## config.mk

```make
export PLATFORM = sky130hd
export DESIGN_NAME = if_fetch_queue
export DESIGN_NICKNAME = d
export VERILOG_FILES = /design/src/rtl/rv32i_pkg.sv /design/src/rtl/if_ring_buf.sv /design/src/rtl/if_fetch_queue.sv
export SDC_FILE = /design/constraint.sdc
export NUM_CORES = 1
export LEC_CHECK = 0
export CORE_MARGIN = 2
export CORE_UTILIZATION = 45
export CTS_CLUSTER_DIAMETER = 40
export CTS_CLUSTER_SIZE = 25
export DETAILED_ROUTE_END_ITERATION = 8
export PLACE_DENSITY = 0.67
export SLEW_MARGIN = 30
export SYNTH_ARGS = -nofsm -noshare
export SYNTH_HDL_FRONTEND = slang
export SYNTH_SLANG_ARGS = --single-unit
```

## constraint.sdc

```tcl
create_clock -name clk -period 4.38 [get_ports clk]
set_input_delay 0.438 -clock clk [delete_from_list [all_inputs] [get_ports clk]]
set_output_delay 0.438 -clock clk [all_outputs]
set_load 0.05 [all_outputs]
```

## src/rtl/rv32i_pkg.sv

```systemverilog
// rv32i_pkg: shared RV32I definitions used by the PC generator, the fetch
// queue and the decoder.
// Contents: datapath width, the canonical NOP encoding, the major opcodes,
// and a helper function that extracts the opcode field.
package rv32i_pkg;

  localparam int XLEN = 32;

  // addi x0, x0, 0
  localparam logic [31:0] NOP_INST = 32'h0000_0013;

  localparam logic [6:0] OPC_LUI    = 7'b0110111;
  localparam logic [6:0] OPC_AUIPC  = 7'b0010111;
  localparam logic [6:0] OPC_JAL    = 7'b1101111;
  localparam logic [6:0] OPC_JALR   = 7'b1100111;
  localparam logic [6:0] OPC_BRANCH = 7'b1100011;
  localparam logic [6:0] OPC_LOAD   = 7'b0000011;
  localparam logic [6:0] OPC_STORE  = 7'b0100011;
  localparam logic [6:0] OPC_OP_IMM = 7'b0010011;
  localparam logic [6:0] OPC_OP     = 7'b0110011;
  localparam logic [6:0] OPC_SYSTEM = 7'b1110011;

  function automatic logic [6:0] opcode_of(input logic [31:0] inst);
    return inst[6:0];
  endfunction

endpackage

```

## src/rtl/if_ring_buf.sv

```systemverilog
// if_ring_buf: storage for the fetch queue. It holds a PC/instruction pair per
// entry, a per-entry "instruction returned" bit, and the head, alloc and fill
// pointers. All occupancy and drop bookkeeping lives in the parent.
// Ports:
//   clk, rst            clock, synchronous active-high reset
//   flush               rewind all pointers and clear the filled bits
//   push, push_pc       allocate the entry at alloc with its fetch PC
//   fill_en, fill_inst  write a returned instruction at fill
//   pop                 retire the head entry
//   head_pc, head_inst  contents of the head entry
//   head_filled         head entry has its instruction
//   alloc_ptr, fill_ptr current pointer values, used to derive in-flight count
//   fill_slot_filled    filled bit of the entry fill points at
module if_ring_buf #(
  parameter int XLEN  = 32,
  parameter int DEPTH = 4
) (
  input  logic                       clk,
  input  logic                       rst,
  input  logic                       flush,
  input  logic                       push,
  input  logic [XLEN-1:0]            push_pc,
  input  logic                       fill_en,
  input  logic [XLEN-1:0]            fill_inst,
  input  logic                       pop,
  output logic [XLEN-1:0]            head_pc,
  output logic [XLEN-1:0]            head_inst,
  output logic                       head_filled,
  output logic [$clog2(DEPTH)-1:0]   alloc_ptr,
  output logic [$clog2(DEPTH)-1:0]   fill_ptr,
  output logic                       fill_slot_filled
);

  localparam int PW = $clog2(DEPTH);

  logic [XLEN-1:0]  pc_mem_q   [DEPTH];
  logic [XLEN-1:0]  inst_mem_q [DEPTH];
  logic [DEPTH-1:0] filled_q;
  logic [PW-1:0]    head_q;
  logic [PW-1:0]    alloc_q;
  logic [PW-1:0]    fill_q;

  // Pointers wrap naturally because DEPTH is a power of two. The parent never
  // lets push/fill/pop target the same entry in one cycle, so the separate
  // writes to filled_q never collide.
  always_ff @(posedge clk) begin
    if (rst) begin
      head_q   <= '0;
      alloc_q  <= '0;
      fill_q   <= '0;
      filled_q <= '0;
      for (int i = 0; i < DEPTH; i++) begin
        pc_mem_q[i]   <= '0;
        inst_mem_q[i] <= '0;
      end
    end else if (flush) begin
      head_q   <= '0;
      alloc_q  <= '0;
      fill_q   <= '0;
      filled_q <= '0;
    end else begin
      if (push) begin
        pc_mem_q[alloc_q] <= push_pc;
        filled_q[alloc_q] <= 1'b0;
        alloc_q           <= alloc_q + 1'b1;
      end
      if (fill_en) begin
        inst_mem_q[fill_q] <= fill_inst;
        filled_q[fill_q]   <= 1'b1;
        fill_q             <= fill_q + 1'b1;
      end
      if (pop) begin
        filled_q[head_q] <= 1'b0;
        head_q           <= head_q + 1'b1;
      end
    end
  end

  assign head_pc          = pc_mem_q[head_q];
  assign head_inst        = inst_mem_q[head_q];
  assign head_filled      = filled_q[head_q];
  assign alloc_ptr        = alloc_q;
  assign fill_ptr         = fill_q;
  assign fill_slot_filled = filled_q[fill_q];

endmodule

```

## src/rtl/if_fetch_queue.sv

```systemverilog
// if_fetch_queue: instruction-fetch stage between the PC generator and the
// IF/ID register. It issues in-order requests to instruction memory, buffers
// returned instructions with their PCs, and hands them to decode with
// backpressure. A flush discards queued entries and arranges for responses
// still in flight to be dropped when they return.
// Ports:
//   clk, rst                          clock, synchronous active-high reset
//   pc_in, pc_valid, pc_ready         fetch address handshake with the PC block
//   imem_req_valid/addr/ready         request channel to instruction memory
//   imem_resp_valid/data              in-order response channel
//   flush                             redirect, highest priority
//   id_ready                          decode can accept the head entry
//   if_valid, if_inst, if_pc          head entry presented to decode
module if_fetch_queue #(
  parameter int XLEN  = rv32i_pkg::XLEN,
  parameter int DEPTH = 4
) (
  input  logic            clk,
  input  logic            rst,
  input  logic [XLEN-1:0] pc_in,
  input  logic            pc_valid,
  output logic            pc_ready,
  output logic            imem_req_valid,
  output logic [XLEN-1:0] imem_req_addr,
  input  logic            imem_req_ready,
  input  logic            imem_resp_valid,
  input  logic [XLEN-1:0] imem_resp_data,
  input  logic            flush,
  input  logic            id_ready,
  output logic            if_valid,
  output logic [XLEN-1:0] if_inst,
  output logic [XLEN-1:0] if_pc
);

  import rv32i_pkg::*;

  localparam int PW = $clog2(DEPTH);
  localparam int CW = PW + 1;
  localparam logic [CW-1:0] DEPTH_C = CW'(DEPTH);

  logic [CW-1:0] count_q, count_d;
  logic [CW-1:0] drop_cnt_q, drop_cnt_d;
  logic [CW-1:0] inflight;

  logic          issue;
  logic          push;
  logic          fill_en;
  logic          pop;
  logic          head_filled;
  logic          fill_slot_filled;
  logic [PW-1:0] alloc_ptr;
  logic [PW-1:0] fill_ptr;

  // Issue is blocked while stale responses are still owed, so a dropped
  // response can never be mistaken for a fresh one.
  assign issue          = pc_valid && !flush && (count_q < DEPTH_C) && (drop_cnt_q == '0);
  assign imem_req_valid = issue;
  assign imem_req_addr  = pc_in;
  assign pc_ready       = issue && imem_req_ready && !rst;

  assign push    = pc_ready;
  assign fill_en = imem_resp_valid && !flush && (drop_cnt_q == '0);
  assign if_valid = (count_q != '0) && head_filled;
  assign pop     = if_valid && id_ready && !flush;

  // alloc == fill is ambiguous: either nothing is outstanding or every entry
  // is allocated and waiting. The filled bit at fill tells them apart.
  always_comb begin
    inflight = '0;
    if (alloc_ptr != fill_ptr) begin
      inflight = {1'b0, PW'(alloc_ptr - fill_ptr)};
    end else if (count_q == DEPTH_C && !fill_slot_filled) begin
      inflight = DEPTH_C;
    end
  end

  always_comb begin
    count_d    = count_q;
    drop_cnt_d = drop_cnt_q;
    if (flush) begin
      count_d    = '0;
      drop_cnt_d = drop_cnt_q + inflight - CW'(imem_resp_valid);
    end else begin
      case ({push, pop})
        2'b10:   count_d = count_q + 1'b1;
        2'b01:   count_d = count_q - 1'b1;
        default: count_d = count_q;
      endcase
      if (imem_resp_valid && drop_cnt_q != '0) begin
        drop_cnt_d = drop_cnt_q - 1'b1;
      end
    end
  end

  always_ff @(posedge clk) begin
    if (rst) begin
      count_q    <= '0;
      drop_cnt_q <= '0;
    end else begin
      count_q    <= count_d;
      drop_cnt_q <= drop_cnt_d;
    end
  end

  if_ring_buf #(
    .XLEN  (XLEN),
    .DEPTH (DEPTH)
  ) u_ring (
    .clk              (clk),
    .rst              (rst),
    .flush            (flush),
    .push             (push),
    .push_pc          (pc_in),
    .fill_en          (fill_en),
    .fill_inst        (imem_resp_data),
    .pop              (pop),
    .head_pc          (if_pc),
    .head_inst        (if_inst),
    .head_filled      (head_filled),
    .alloc_ptr        (alloc_ptr),
    .fill_ptr         (fill_ptr),
    .fill_slot_filled (fill_slot_filled)
  );

  a_resp_has_owner : assert property (@(posedge clk) disable iff (rst)
    imem_resp_valid |-> ((drop_cnt_q + inflight) != '0));

  a_occupancy : assert property (@(posedge clk) disable iff (rst)
    (drop_cnt_q + count_q) <= DEPTH_C);

endmodule

```

==> impl_metrics.env <==
export IMPL_ctsResizeCount=0
export IMPL_worst_path_max_fanout=39
export IMPL_antenna_violations_before_repair=0
export IMPL_outcome="completed"
export IMPL_htree_levels=2
export IMPL_fin_area_um2=15700
export IMPL_cpLargestDelayFamily="buffers and inverters"
export IMPL_critical_path_max_stage_delay_ps=720
export IMPL_clock_tree_root_cell="sky130_fd_sc_hd__clkbuf_16"
export IMPL_yosysWarningCount=0
export IMPL_postCtsSetupRepairBufs=0
export IMPL_dpl_cell_area_um2=14400
export IMPL_report_final_slew_viol_count=0
export IMPL_capturing_element_type_of_the_critical_path="primary output"
export IMPL_slew_limit_headroom_pct=38.4
export IMPL_design_die_area_um2=29300
export IMPL_timing_critical_path_cells="buf_12 -> mux4_2 -> clkdlybuf4s50_1"
export IMPL_top_area_cells_in_the_synthesized_netlist="sky130_fd_sc_hd__edfxtp_1 61%, sky130_fd_sc_hd__mux4_2 12%, sky130_fd_sc_hd__and2_1 11%"
export IMPL_worstMarginPinSlew_ps=924
export IMPL_fillers=2217
export IMPL_drive_gt1_share_pct=16.1
export IMPL_critical_path_startpoint_type="flop"
export IMPL_initial_standard_cell_utilization_of_the_core_pct=45.5
export IMPL_setup_viol_count_final=0
export IMPL_worstPathRequired_ps=3940
export IMPL_power_density_nw_per_um2=426
export IMPL_firstDrtPassIters=5
export IMPL_holdBufCountCts=0
export IMPL_hold_class="flop to flop"
export IMPL_top_ports=170
export IMPL_routed_via_density=5.10
export IMPL_final_setup_skew_ps=23.0
export IMPL_dr_wl_cell_um=19.5
export IMPL_placement_rows=61
export IMPL_flip_flop_and_latch_count_after_synthesis=274
export IMPL_yosys_top_cells_count="256 x sky130_fd_sc_hd__edfxtp_1, 227 x sky130_fd_sc_hd__and2_1, 66 x sky130_fd_sc_hd__mux4_2"
export IMPL_rsz0062_at_grt="false"
export IMPL_clock_latency_ps=510
export IMPL_globalRoute_totalOverflow=0
export IMPL_postSynthNetCount=899
export IMPL_synth_cell_types=42
export IMPL_clock_tree_buffer_depth=3
export IMPL_synth_most_common_cell="sky130_fd_sc_hd__edfxtp_1"
export IMPL_post_place_cells=1286
export IMPL_route_antenna_remaining_nets=0
export IMPL_drt_wl_total_mm=26.4
export IMPL_port_buffers=169
export IMPL_critPathBufInv=2
export IMPL_timing_critical_path_slowest_stage_cell="sky130_fd_sc_hd__clkdlybuf4s50_1"
export IMPL_cp_arrival_ps=2900
export IMPL_fmax_mhz=300
export IMPL_syn_mean_instance_area_um2=15.6
export IMPL_tritoncts_num_buffers=38
export IMPL_worst_r2r_setup_slack_ps=1340
export IMPL_ys_flop_type="sky130_fd_sc_hd__edfxtp_1"
export IMPL_antenna_cells_inserted=0
export IMPL_floorplan_die_width_um=171
export IMPL_nets_finish=1041
export IMPL_tritoncts_num_sinks=274
export IMPL_tritoncts="done"
export IMPL_post_synth_inst_count=807
export IMPL_synth_largest_type_area_fraction_pct=61.1
export IMPL_route_vias_total=6916
export IMPL_criticalPathCategory="flop to primary output"
export IMPL_total_negative_setup_slacks_ps=0
export IMPL_seq_area_frac_synth_pct=64.0
export IMPL_synthArstFlopShare_pct=0
export IMPL_stdcell_count=1356
export IMPL_post_route_period_util_pct=76.2
export IMPL_post_synth_instance_area_um2=12600
export IMPL_hold_viol_final=0
export IMPL_cts_clk_slew_worst_paths_ps=50
export IMPL_synthToLayoutAreaGrowth_pct=25.1
export IMPL_hpwlAfterDp_mm=15.3
export IMPL_grt_pass1_vias=7267
export IMPL_grt_max_degree=41
export IMPL_grt_use_total_pct=18.4
export IMPL_maxCapViolations=0
export IMPL_netlist_top_cell_by_area="sky130_fd_sc_hd__edfxtp_1"
export IMPL_drt_iter0_drc=451
export IMPL_floorplan_core_area_um2=27600
export IMPL_place_congestion=0.779
export IMPL_finalWorstPathRequiredPeriod_ps=3340
export IMPL_drcViolationCount=0
export IMPL_synth_edff_count=256
export IMPL_worst_vdd_drop_uv=247
export IMPL_die_h_um=171
export IMPL_grt_pass1_wl_mm=40.7
export IMPL_total_leakage_power_uw=0.00573
-- through the flow --
stage	util (%)	worst slack (ps)	total power (uW)	hold slack, ps
floorplan	-	374	3450	477
global placement	52.1	1190	3700	508
detailed placement	52.2	1160	3710	515
CTS	56.9	931	6760	520
global route	56.9	838	6930	548
finish	56.9	1040	6700	522
-- layout make-up --
| cell class | count | area (um^2) | area share (%) |
|---|---|---|---|
| Clock buffer | 48 | 1060 | 6.75 |
| Clock inverter | 21 | 218 | 1.38 |
| Inverter | 22 | 85.1 | 0.541 |
| Multi-Input combinational cell | 429 | 3990 | 25.4 |
| Sequential cell | 274 | 8060 | 51.2 |
| Tap cell | 378 | 473 | 3.01 |
| Timing Repair Buffer | 184 | 1850 | 11.8 |
-- path summary, 6_finish.rpt --
path	end	startpoint	cells past startpoint
max reg2reg	drop_cnt_q[2]	u_ring.alloc_ptr[0]	11
min	u_ring.filled_q[1]	u_ring.filled_q[1]	2
min reg2reg	u_ring.filled_q[1]	u_ring.filled_q[1]	2
max	if_inst[6]	flop	3
-- registers in the layout (all words and copies together) (netlist names), named ones only --
signal,count
u_ring.head_q,2
u_ring.inst_mem_q,128
u_ring.filled_q,4
count_q,3
u_ring.alloc_ptr,2
u_ring.pc_mem_q,128
u_ring.fill_ptr,2
drop_cnt_q,3
-- cells by family after synthesis --
logic type      count (synthesis)  share of synthesized area (%)
compound gates                 24                           1.28
fa+ha+maj                      21                           2.21
xor+xnor                        9                          0.627
mux                            67                           11.9
flops                         274                           64.0
buf+inv                       104                           4.56
simple gates                  308                           15.4
-- layout by cell type, fill, tap and decap left out, types with 5 or more instances in the layout --
cell type / instances
sky130_fd_sc_hd__dfxtp_1: 16
sky130_fd_sc_hd__and3_1: 32
sky130_fd_sc_hd__clkinv_1: 6
sky130_fd_sc_hd__edfxtp_1: 256
sky130_fd_sc_hd__buf_4: 12
sky130_fd_sc_hd__inv_1: 21
sky130_fd_sc_hd__clkbuf_16: 41
sky130_fd_sc_hd__ha_1: 19
sky130_fd_sc_hd__clkinv_2: 5
sky130_fd_sc_hd__a21oi_1: 6
sky130_fd_sc_hd__and2_1: 227
sky130_fd_sc_hd__clkbuf_1: 6
sky130_fd_sc_hd__or2_2: 6
sky130_fd_sc_hd__nor3_4: 5
sky130_fd_sc_hd__nand2_1: 11
sky130_fd_sc_hd__o21ai_0: 6
sky130_fd_sc_hd__clkdlybuf4s50_1: 169
sky130_fd_sc_hd__xnor2_1: 7
sky130_fd_sc_hd__nor2_1: 12
sky130_fd_sc_hd__mux4_2: 66
-- layer usage --
layer	wire, um	global-route usage, %
met5	0	0
met4	540	5.27
met3	1440	3.52
met2	13200	30.9
met1	11200	24.5
-- report_power, final --
group          internal [uW]  total [uW]  switching, uW  leakage, uW
logic                    237         638            401      0.00231
registers               2980        3010           33.8      0.00279
clock network           1960        3050           1090     0.000623
total                   5170        6700           1530      0.00573
-- tightest hold or removal path, delay by kind of cell, from the launching register on --
kind	cells	cell delay, ps
compound gates	2	150
flops	1	310
No activity file was read; power rests on OpenSTA's default activity.
